$ cat config.mk
export PLATFORM = sky130hd
export DESIGN_NAME = demux_1x4_4b_reg_flat
export DESIGN_NICKNAME = d
export VERILOG_FILES = /design/src/rtl/demux_pkg.sv /design/src/rtl/demux_1x4_4b_reg_if.sv /design/src/rtl/demux_1x4_4b_reg_decod_2x4.sv /design/src/rtl/demux_1x4_4b_reg.sv /design/src/flat_wrapper.sv
export SDC_FILE = /design/constraint.sdc
export NUM_CORES = 1
export LEC_CHECK = 0
export CORE_MARGIN = 2
export CORE_UTILIZATION = 46
export CTS_CLUSTER_DIAMETER = 150
export DETAILED_ROUTE_END_ITERATION = 6
export PLACE_DENSITY = 0.77
export SLEW_MARGIN = 20
export SYNTH_ARGS = -nofsm -noshare
export SYNTH_HDL_FRONTEND = slang
export SYNTH_SLANG_ARGS = --single-unit
$ cat constraint.sdc
create_clock -name clk -period 2 [get_ports clk]
set_input_delay 0.4 -clock clk [delete_from_list [all_inputs] [get_ports clk]]
set_output_delay 0.4 -clock clk [all_outputs]
set_load 0.01 [all_outputs]
$ cat src/rtl/demux_pkg.sv
// Shared widths, channel indices and frame constants
// for the registered 1-to-4 demultiplexer.
package demux_pkg;

    localparam int WIDTH = 4;
    localparam int N_CH  = 4;

    localparam logic [1:0] CH0 = 2'd0;
    localparam logic [1:0] CH1 = 2'd1;
    localparam logic [1:0] CH2 = 2'd2;
    localparam logic [1:0] CH3 = 2'd3;

    localparam logic [N_CH-1:0] FILLED_ALL = 4'b1111;

endpackage

$ cat src/rtl/demux_1x4_4b_reg_if.sv
// Bus bundle between the word source / channel consumers
// and the demultiplexer.
import demux_pkg::*;

interface demux_1x4_4b_reg_if;

    logic [WIDTH-1:0] a;
    logic             S1;
    logic             S0;
    logic             auto_mode;
    logic             in_valid;
    logic             in_ready;
    logic [WIDTH-1:0] D0;
    logic [WIDTH-1:0] D1;
    logic [WIDTH-1:0] D2;
    logic [WIDTH-1:0] D3;
    logic [N_CH-1:0]  v;
    logic [N_CH-1:0]  ack;
    logic [1:0]       ch_atual;
    logic             frame_done;

    modport master (
        output a, S1, S0, auto_mode, in_valid, ack,
        input  in_ready, D0, D1, D2, D3, v, ch_atual, frame_done
    );

    modport slave (
        input  a, S1, S0, auto_mode, in_valid, ack,
        output in_ready, D0, D1, D2, D3, v, ch_atual, frame_done
    );

endinterface

$ cat src/rtl/demux_1x4_4b_reg_decod_2x4.sv
// 2-to-4 one-hot decoder with enable; produces the
// per-channel write strobes of the demultiplexer.
import demux_pkg::*;

module decod_2x4 (
    input  logic            en,
    input  logic [1:0]      sel,
    output logic [N_CH-1:0] y
);

    always_comb begin
        y = '0;
        if (en) begin
            unique case (sel)
                CH0: y = 4'b0001;
                CH1: y = 4'b0010;
                CH2: y = 4'b0100;
                CH3: y = 4'b1000;
                default: y = '0;
            endcase
        end
    end

endmodule

$ cat src/rtl/demux_1x4_4b_reg.sv
// Registered 1-to-4 demux with per-channel valid/ack,
// round-robin pointer and frame-complete pulse.
import demux_pkg::*;

module demux_1x4_4b_reg (
    input logic              clk,
    input logic              rst,
    demux_1x4_4b_reg_if.slave bus
);

    logic [N_CH-1:0][WIDTH-1:0] d_q, d_d;
    logic [N_CH-1:0]            v_q, v_d;
    logic [N_CH-1:0]            filled_q, filled_d;
    logic [1:0]                 ch_q, ch_d;
    logic                       frame_q, frame_d;

    logic [1:0]      k;
    logic            accept;
    logic [N_CH-1:0] we;
    logic [N_CH-1:0] filled_nxt;

    assign k = bus.auto_mode ? ch_q : {bus.S1, bus.S0};
    assign bus.in_ready = ~v_q[k] | bus.ack[k];
    assign accept = bus.in_valid & bus.in_ready;

    decod_2x4 u_dec (
        .en  (accept),
        .sel (k),
        .y   (we)
    );

    assign filled_nxt = filled_q | we;

    always_comb begin
        d_d      = d_q;
        v_d      = v_q & ~bus.ack;
        ch_d     = ch_q;
        filled_d = filled_nxt;
        frame_d  = 1'b0;
        // A write overrides a same-cycle ack on its own channel
        for (int i = 0; i < N_CH; i++) begin
            if (we[i]) begin
                d_d[i] = bus.a;
                v_d[i] = 1'b1;
            end
        end
        if (accept && bus.auto_mode)
            ch_d = ch_q + 2'd1;
        if (accept && filled_nxt == FILLED_ALL) begin
            filled_d = '0;
            frame_d  = 1'b1;
        end
    end

    always_ff @(posedge clk) begin
        if (rst) begin
            d_q      <= '0;
            v_q      <= '0;
            filled_q <= '0;
            ch_q     <= CH0;
            frame_q  <= 1'b0;
        end else begin
            d_q      <= d_d;
            v_q      <= v_d;
            filled_q <= filled_d;
            ch_q     <= ch_d;
            frame_q  <= frame_d;
        end
    end

    assign bus.D0         = d_q[0];
    assign bus.D1         = d_q[1];
    assign bus.D2         = d_q[2];
    assign bus.D3         = d_q[3];
    assign bus.v          = v_q;
    assign bus.ch_atual   = ch_q;
    assign bus.frame_done = frame_q;

endmodule
$ cat src/flat_wrapper.sv
// flat-port wrapper written by rule: the top's interface ports become plain ports
module demux_1x4_4b_reg_flat 
  (clk, rst, bus_a, bus_S1, bus_S0, bus_auto_mode, bus_in_valid, bus_ack, bus_in_ready, bus_D0, bus_D1, bus_D2, bus_D3, bus_v, bus_ch_atual, bus_frame_done);
  demux_1x4_4b_reg_if bus_i ();
  input logic clk;
  input logic rst;
  input wire logic [$bits(bus_i.a)-1:0] bus_a;
  input wire logic [$bits(bus_i.S1)-1:0] bus_S1;
  input wire logic [$bits(bus_i.S0)-1:0] bus_S0;
  input wire logic [$bits(bus_i.auto_mode)-1:0] bus_auto_mode;
  input wire logic [$bits(bus_i.in_valid)-1:0] bus_in_valid;
  input wire logic [$bits(bus_i.ack)-1:0] bus_ack;
  output wire logic [$bits(bus_i.in_ready)-1:0] bus_in_ready;
  output wire logic [$bits(bus_i.D0)-1:0] bus_D0;
  output wire logic [$bits(bus_i.D1)-1:0] bus_D1;
  output wire logic [$bits(bus_i.D2)-1:0] bus_D2;
  output wire logic [$bits(bus_i.D3)-1:0] bus_D3;
  output wire logic [$bits(bus_i.v)-1:0] bus_v;
  output wire logic [$bits(bus_i.ch_atual)-1:0] bus_ch_atual;
  output wire logic [$bits(bus_i.frame_done)-1:0] bus_frame_done;
  assign bus_i.a = bus_a;
  assign bus_i.S1 = bus_S1;
  assign bus_i.S0 = bus_S0;
  assign bus_i.auto_mode = bus_auto_mode;
  assign bus_i.in_valid = bus_in_valid;
  assign bus_i.ack = bus_ack;
  assign bus_in_ready = bus_i.in_ready;
  assign bus_D0 = bus_i.D0;
  assign bus_D1 = bus_i.D1;
  assign bus_D2 = bus_i.D2;
  assign bus_D3 = bus_i.D3;
  assign bus_v = bus_i.v;
  assign bus_ch_atual = bus_i.ch_atual;
  assign bus_frame_done = bus_i.frame_done;
  demux_1x4_4b_reg u_core (.clk(clk), .rst(rst), .bus(bus_i));
endmodule
==> results.md <==
* CTS Buffer Depth at 2
* Grt ovf at 0
* Tcrit/Tclk final at 0.9838
* Async set or reset register ratio after synthesis at 0
* Synthesized-area fraction occupied by adder cells at 0
* Netlist cell types at 36
* Fin nets at 199
* Worst rel slew slack at 0.7000
* Hold worst-path end: u_core.bus.D0[0]
* Cts hold-fix bufs at 0
* Max-slew violations at 0
* R2r setup slk at around 0.30 ns
* Unrepaired setup endpoints after global routing: no
* Sequential area share after synthesis at 0.4337
* Share of cells above drive strength 1 at 0.2337
* ANT nets after route at 0
* Hold wc startpoint: u_core.bus.D0[0]
* Startpoint class of the critical path: primary input
* Initial antenna violation count at 0
* Post-Synth Simple-Gate Area at 0.1677
* Die H at 56.05 um
* Synthesized netlist cell count at 125
* Cell taking the most area after synthesis: dfxtp_1
* Vias in the first global route at 1,248
* Commonest non-fill, non-tap cell in the layout: clkdlybuf4s50_1
* Gr usage total at 0.2133
* R2R Path End: u_core.filled_q[1]
* DRT Wirelength at 3124 um
* Post-DP Area at 1789 um2
* CP arrival at 1.57 ns
* Post-DP HPWL at 2407 um
* CP Capture Type: output port
* Worst-Skew Late Latency at 0.34 ns
* # rows at 18
* Final Skew at 0.01817 ns
* Main combinational cell family by area after synthesis: multiplexers
* Synth warnings at 0
* Width of the chip at 56.05 um
* Initial Util at 0.4940
* CP Max Fanout at 3
* Synth-to-Final Area Change at 46.89%
* Die area at 3142 um2
* Most frequent cells in the layout: clkdlybuf4s50_1 (34), dfxtp_1 (27), buf_4 (22)
* Fill cells at 200
* Least-Margin Pin Slew at approximately 0.45 ns
* ANT cells at 0
* Syn Area/Cell at 9.970 um2
* Yosys top cell area share at 0.4337
* Number of synthesized register bits at 27
* DR WL/cell at 14.60 um
* Reg-to-Reg Start: u_core.bus.ch_atual[0]
* DRC viols at 0
* Depth of the CTS H-tree at 1
* Post CTS Setup Buffer Count at 0
* Placer Congestion at 0.9099
* Outcome: finished clean
* Area of the multi-input gates at roughly 660 um2
* Post-Syn Area at 1246 um2
* EDFF count, synth at 0
* Top area cells in the synthesized netlist: dfxtp_1 (43%), mux2i_1 (15%), nor2_1 (5.1%), a21oi_1 (2.4%), or2b_2 (2.1%)
* Total area of sequential cells at about 540 um2
* Peak supply drop at about 0.00065 V
* Clock Root Buffer: clkbuf_4
* Final Hold Vio Count at 0
* First-pass GRT wire length at roughly 5400 um
* CTS tree: built
* Crit path kind: primary input to output port
* Hold-critical path depth at 2
* Pwr/cell area at 575.3 nW/um2
* Static Leak at between 0.0008 and 0.0009 uW
* Final setup violation count at 0
* Final std cell area, no fill at 1831 um2
* PortBufs at 37
* Maximum clock rate at 508.2 MHz
* CTS Buf Count at 3
* FF-to-FF path depth at 5
* Synth Net Count at 139
* Clk pin slew, worst setup/hold paths at 0.15 ns
* Sink Count at 27
* Final min period at 1.968 ns
* Max cap viols at 0
* Layout Utilization at 0.7257
* Via count at 1,163
* Main synth FF type: dfxtp_1
* Via density at 5.435
* Total power at 1053 uW
* Largest net degree at the start of global routing at 17
* Worst min path class: flop to flop
* CP required at between 1.5 and 2 ns
* Core area at 2522 um2
* Mux cell area share after synthesis at 0.1918
* Initial DRC count at 20
* I/O pin count at 38
* Compound-cell area share of the yosys netlist at 0.1586
* XOR/XNOR Fraction of Synth Area at 0
* Initial DRT Pass Iterations at 4
what timing repair did:
action                     in CTS  in global routing
gates resized for setup         8                  3
setup endpoints to repair       5                  1
hold endpoints to repair        0                  0
synthesized netlist by cell type (2+ instances only):
| cell | number |
|---|---|
| nor2_1 | 17 |
| nor3b_1 | 2 |
| nand4_2 | 2 |
| nand2_1 | 4 |
| clkbuf_1 | 2 |
| dfxtp_1 | 27 |
| o21ai_0 | 3 |
| a31oi_1 | 3 |
| mux2i_1 | 19 |
| a21oi_1 | 6 |
| inv_1 | 6 |
| buf_6 | 2 |
| nand2b_1 | 2 |
| nor3_1 | 3 |
| o211ai_2 | 2 |
| a21o_1 | 3 |
| or2b_2 | 3 |
critical path, stage by stage:
cell	delay (ns)
clkdlybuf4s15_1	0.27
mux2_2	0.41
mux2i_4	0.20
mux2i_1	0.13
buf_2	0.15
worst max-delay path by stage:
| stage | start | endpoint | cells past startpoint |
|---|---|---|---|
| global placement | bus_auto_mode | bus_in_ready | 5 |
| detailed placement | bus_auto_mode | bus_in_ready | 5 |
| floorplan | bus_auto_mode | bus_in_ready | 4 |
| global route | bus_auto_mode | bus_in_ready | 5 |
| finish | bus_auto_mode | bus_in_ready | 5 |
| CTS | bus_auto_mode | bus_in_ready | 5 |
cell type report:
class                      instances  area share
timing repair buffer              60      0.2953
multi-input combinational         87      0.3616
clock inverter                     1    0.002734
inverter                           6     0.01230
sequential                        27      0.2953
tap                               30     0.02051
clock buffer                       3     0.01230
metrics by stage:
step | instances | setup TNS (ns) | worst slack [ns] | hold WS (ns)
finish | 214 | 0 | 0.03231 | 0.5186
global route | 214 | 0 | 0.003176 | 0.5463
CTS | 214 | 0 | 0.002412 | 0.5240
detailed placement | 210 | -7.219 | -0.6386 | 0.4902
global placement | 210 | -5.699 | -0.5756 | 0.4774
floorplan | 125 | 0 | 0.2666 | 0.5073
where the power goes:
group          internal (uW)  total [uW]  leakage, uW  switching (uW)
Combinational            132         237     0.000564             105
Clock                   75.2         237    0.0000177             162
Sequential               561         579     0.000220            17.6
registers in the layout (all words and copies together), names as in the netlist:
name,cells
u_core.bus.D0,4
u_core.filled_q,4
u_core.bus.v,4
u_core.bus.frame_done,1
u_core.bus.D1,4
u_core.bus.ch_atual,2
u_core.bus.D2,4
u_core.bus.D3,4
per-layer routing:
| metal | GRT usage | routed length [um] | part of all wire | up-vias |
|---|---|---|---|---|
| li1 | - | - | - | 564 |
| met3 | 0.04651 | 170 | 0.054 | 8 |
| met4 | 0.1156 | 66 | 0.021 | 0 |
| met1 | 0.2539 | 1361 | 0.44 | 547 |
| met5 | 0 | 0 | 0 | - |
| met2 | 0.3546 | 1525 | 0.49 | 44 |
cell families after synthesis:
kind of cell    count (synthesis)
simple gates                   38
buf+inv                        11
compound gates                 27
flops                          27
mux                            22
Power figures use the tool's default switching activity.
==> RTL change, RTL diff (config.mk and constraints unchanged) <==
Set the package constant `WIDTH` to 3 (it was 4).
--- a/src/rtl/demux_pkg.sv
+++ b/src/rtl/demux_pkg.sv
@@ -4,3 +4,3 @@
 
-    localparam int WIDTH = 4;
+    localparam int WIDTH = 3;
     localparam int N_CH  = 4;
Ports: changed (5 resized); port bits go from 38 to 33. The function was not compared with the original's and may differ.
==> RTL change against the original RTL <==
Combinational power shrank 19%. Clock power shrank 13%. Largest power group unchanged. Cell count shrank 15%. Sequential cell count shrank 4. First-iteration DRC count shrank 65%. Final area shrank 17%. Clock skew shrank 0.016 ns. Total power shrank 15%. Wire length shrank 22%. Via count shrank 19%. Worst setup slack lost 0.017 ns. Area after synthesis shrank 19%.
==> RTL change: results (changes against the original RTL) <==
| Metric | Value |
|---|---|
| IO Port Bufs | 32 (was 37) |
| Status | complete, no violations (unchanged) |
| Post-cts sizing count | 10 (was 8) |
| Final WL | 2440 um (was 3120 um) |
| Crit path launch type | input port (unchanged) |
| Clock Latency Late Sink | 0.30 ns (was 0.34 ns) |
| Fraction of layout cells with a size suffix above 1 | 20.1% (was 23.4%) |
| Synth Area in Compound Gates | 9.06% (was 15.9%) |
| Least-Margin Pin Slew | 0.313 ns (was 0.449 ns) |
| Net Count, Synth | 117 (was 139) |
| Vias in the first global route | 977 (was 1248) |
| Multiplexer share of the synthesized area | 21.2% (was 19.2%) |
| Avg Inst Size Synth | 9.70 um^2 (was 9.97 um^2) |
| Seq/Total Area, Yosys | 45.7% (was 43.4%) |
| Metal1 wirelength | 1050 um (was 1360 um) |
| Met2 Use GR | 36.6% (was 35.5%) |
| Reg clk slew, reported paths | 0.12 ns (was 0.15 ns) |
| Worst path slowest cell | clkdlybuf4s50_1 (was mux2_2) |
| Peak VDD IR | 545 uV (was 655 uV) |
| Synth area leaders | dfxtp_1, mux2i_1, nor2_1 (unchanged) |
| Netlist cell types | 27 (was 36) |
| Max FO, Critical Path | 2 (was 3) |
| Hold crit path type | input port to flop (was flop to flop) |
| Via density | 5.20 (was 5.43) |
| GR Util met1 | 24.3% (was 25.4%) |
| Wire length on met2 | 1240 um (was 1530 um) |
| CP delay by family, top | buffers and inverters (was multiplexers) |
| Combinational share of power | 21.6% (was 22.5%) |
| Placed cells | 174 (was 210) |
| Place WS | -0.758 ns (was -0.639 ns) |
| Met3 WL | 115 um (was 170 um) |
| Total internal power | 0.000666 W (was 0.000769 W) |
| First-pass GRT wire length | 4060 um (was 5390 um) |
| Max incr delay on CP | 0.44 ns (was 0.41 ns) |
| Synth async-reset ratio | 0% (unchanged) |
| Total track usage | 20.7% (was 21.3%) |
| Sequential power | 0.000493 W (was 0.000579 W) |
| DPL Wire Length | 1730 um (was 2410 um) |
| Leakage power | 0.693 nW (was 0.801 nW) |
| Sw power | 0.000226 W (was 0.000284 W) |
| Vias | 941 (was 1163) |
| M3 GR Usage | 3.22% (was 4.65%) |
| Clk_skew | 0.00256 ns (was 0.0182 ns) |
| Top cells by count, synth | dfxtp_1, mux2i_1, nor2_1 (unchanged) |
| DP Area | 1460 um^2 (was 1790 um^2) |
| Pin count of the biggest net entering global routing | 22 (was 17) |
[RTL change: changes by cell type in the layout (fill, tap and decap cells not counted), moves of 4 or more]
cell and delta:
nor2b_1 +5, nand4_1 +5, dlymetal6s2s_1 +4, clkdlybuf4s50_1 -9
mux2i_1 -4, buf_4 -4, dfxtp_1 -5, nor2_1 -4
[RTL change: path summary, 6_finish.rpt]
kind | depth (start not counted) | from | slack (ns) | endpoint
worst max-delay path | 5 | bus_S1 | 0.02 | bus_in_ready
worst min-delay path | 3 | bus_ack[0] | 0.43 | u_core.bus.v[0]
worst max register to register | 6 | u_core.bus.ch_atual[0] | 0.12 | u_core.bus.frame_done
worst min register to register | 2 | u_core.filled_q[1] | 0.48 | u_core.filled_q[1]
[RTL change: final cells by class]
cell class              instances  area [um^2]
well taps                      27         33.8
inverters                       5         18.8
multi-input cells              72          519
flip-flops and latches         23          462
repair buffers                 50          460
fillers                       146          502
clock buffers                   4         26.3
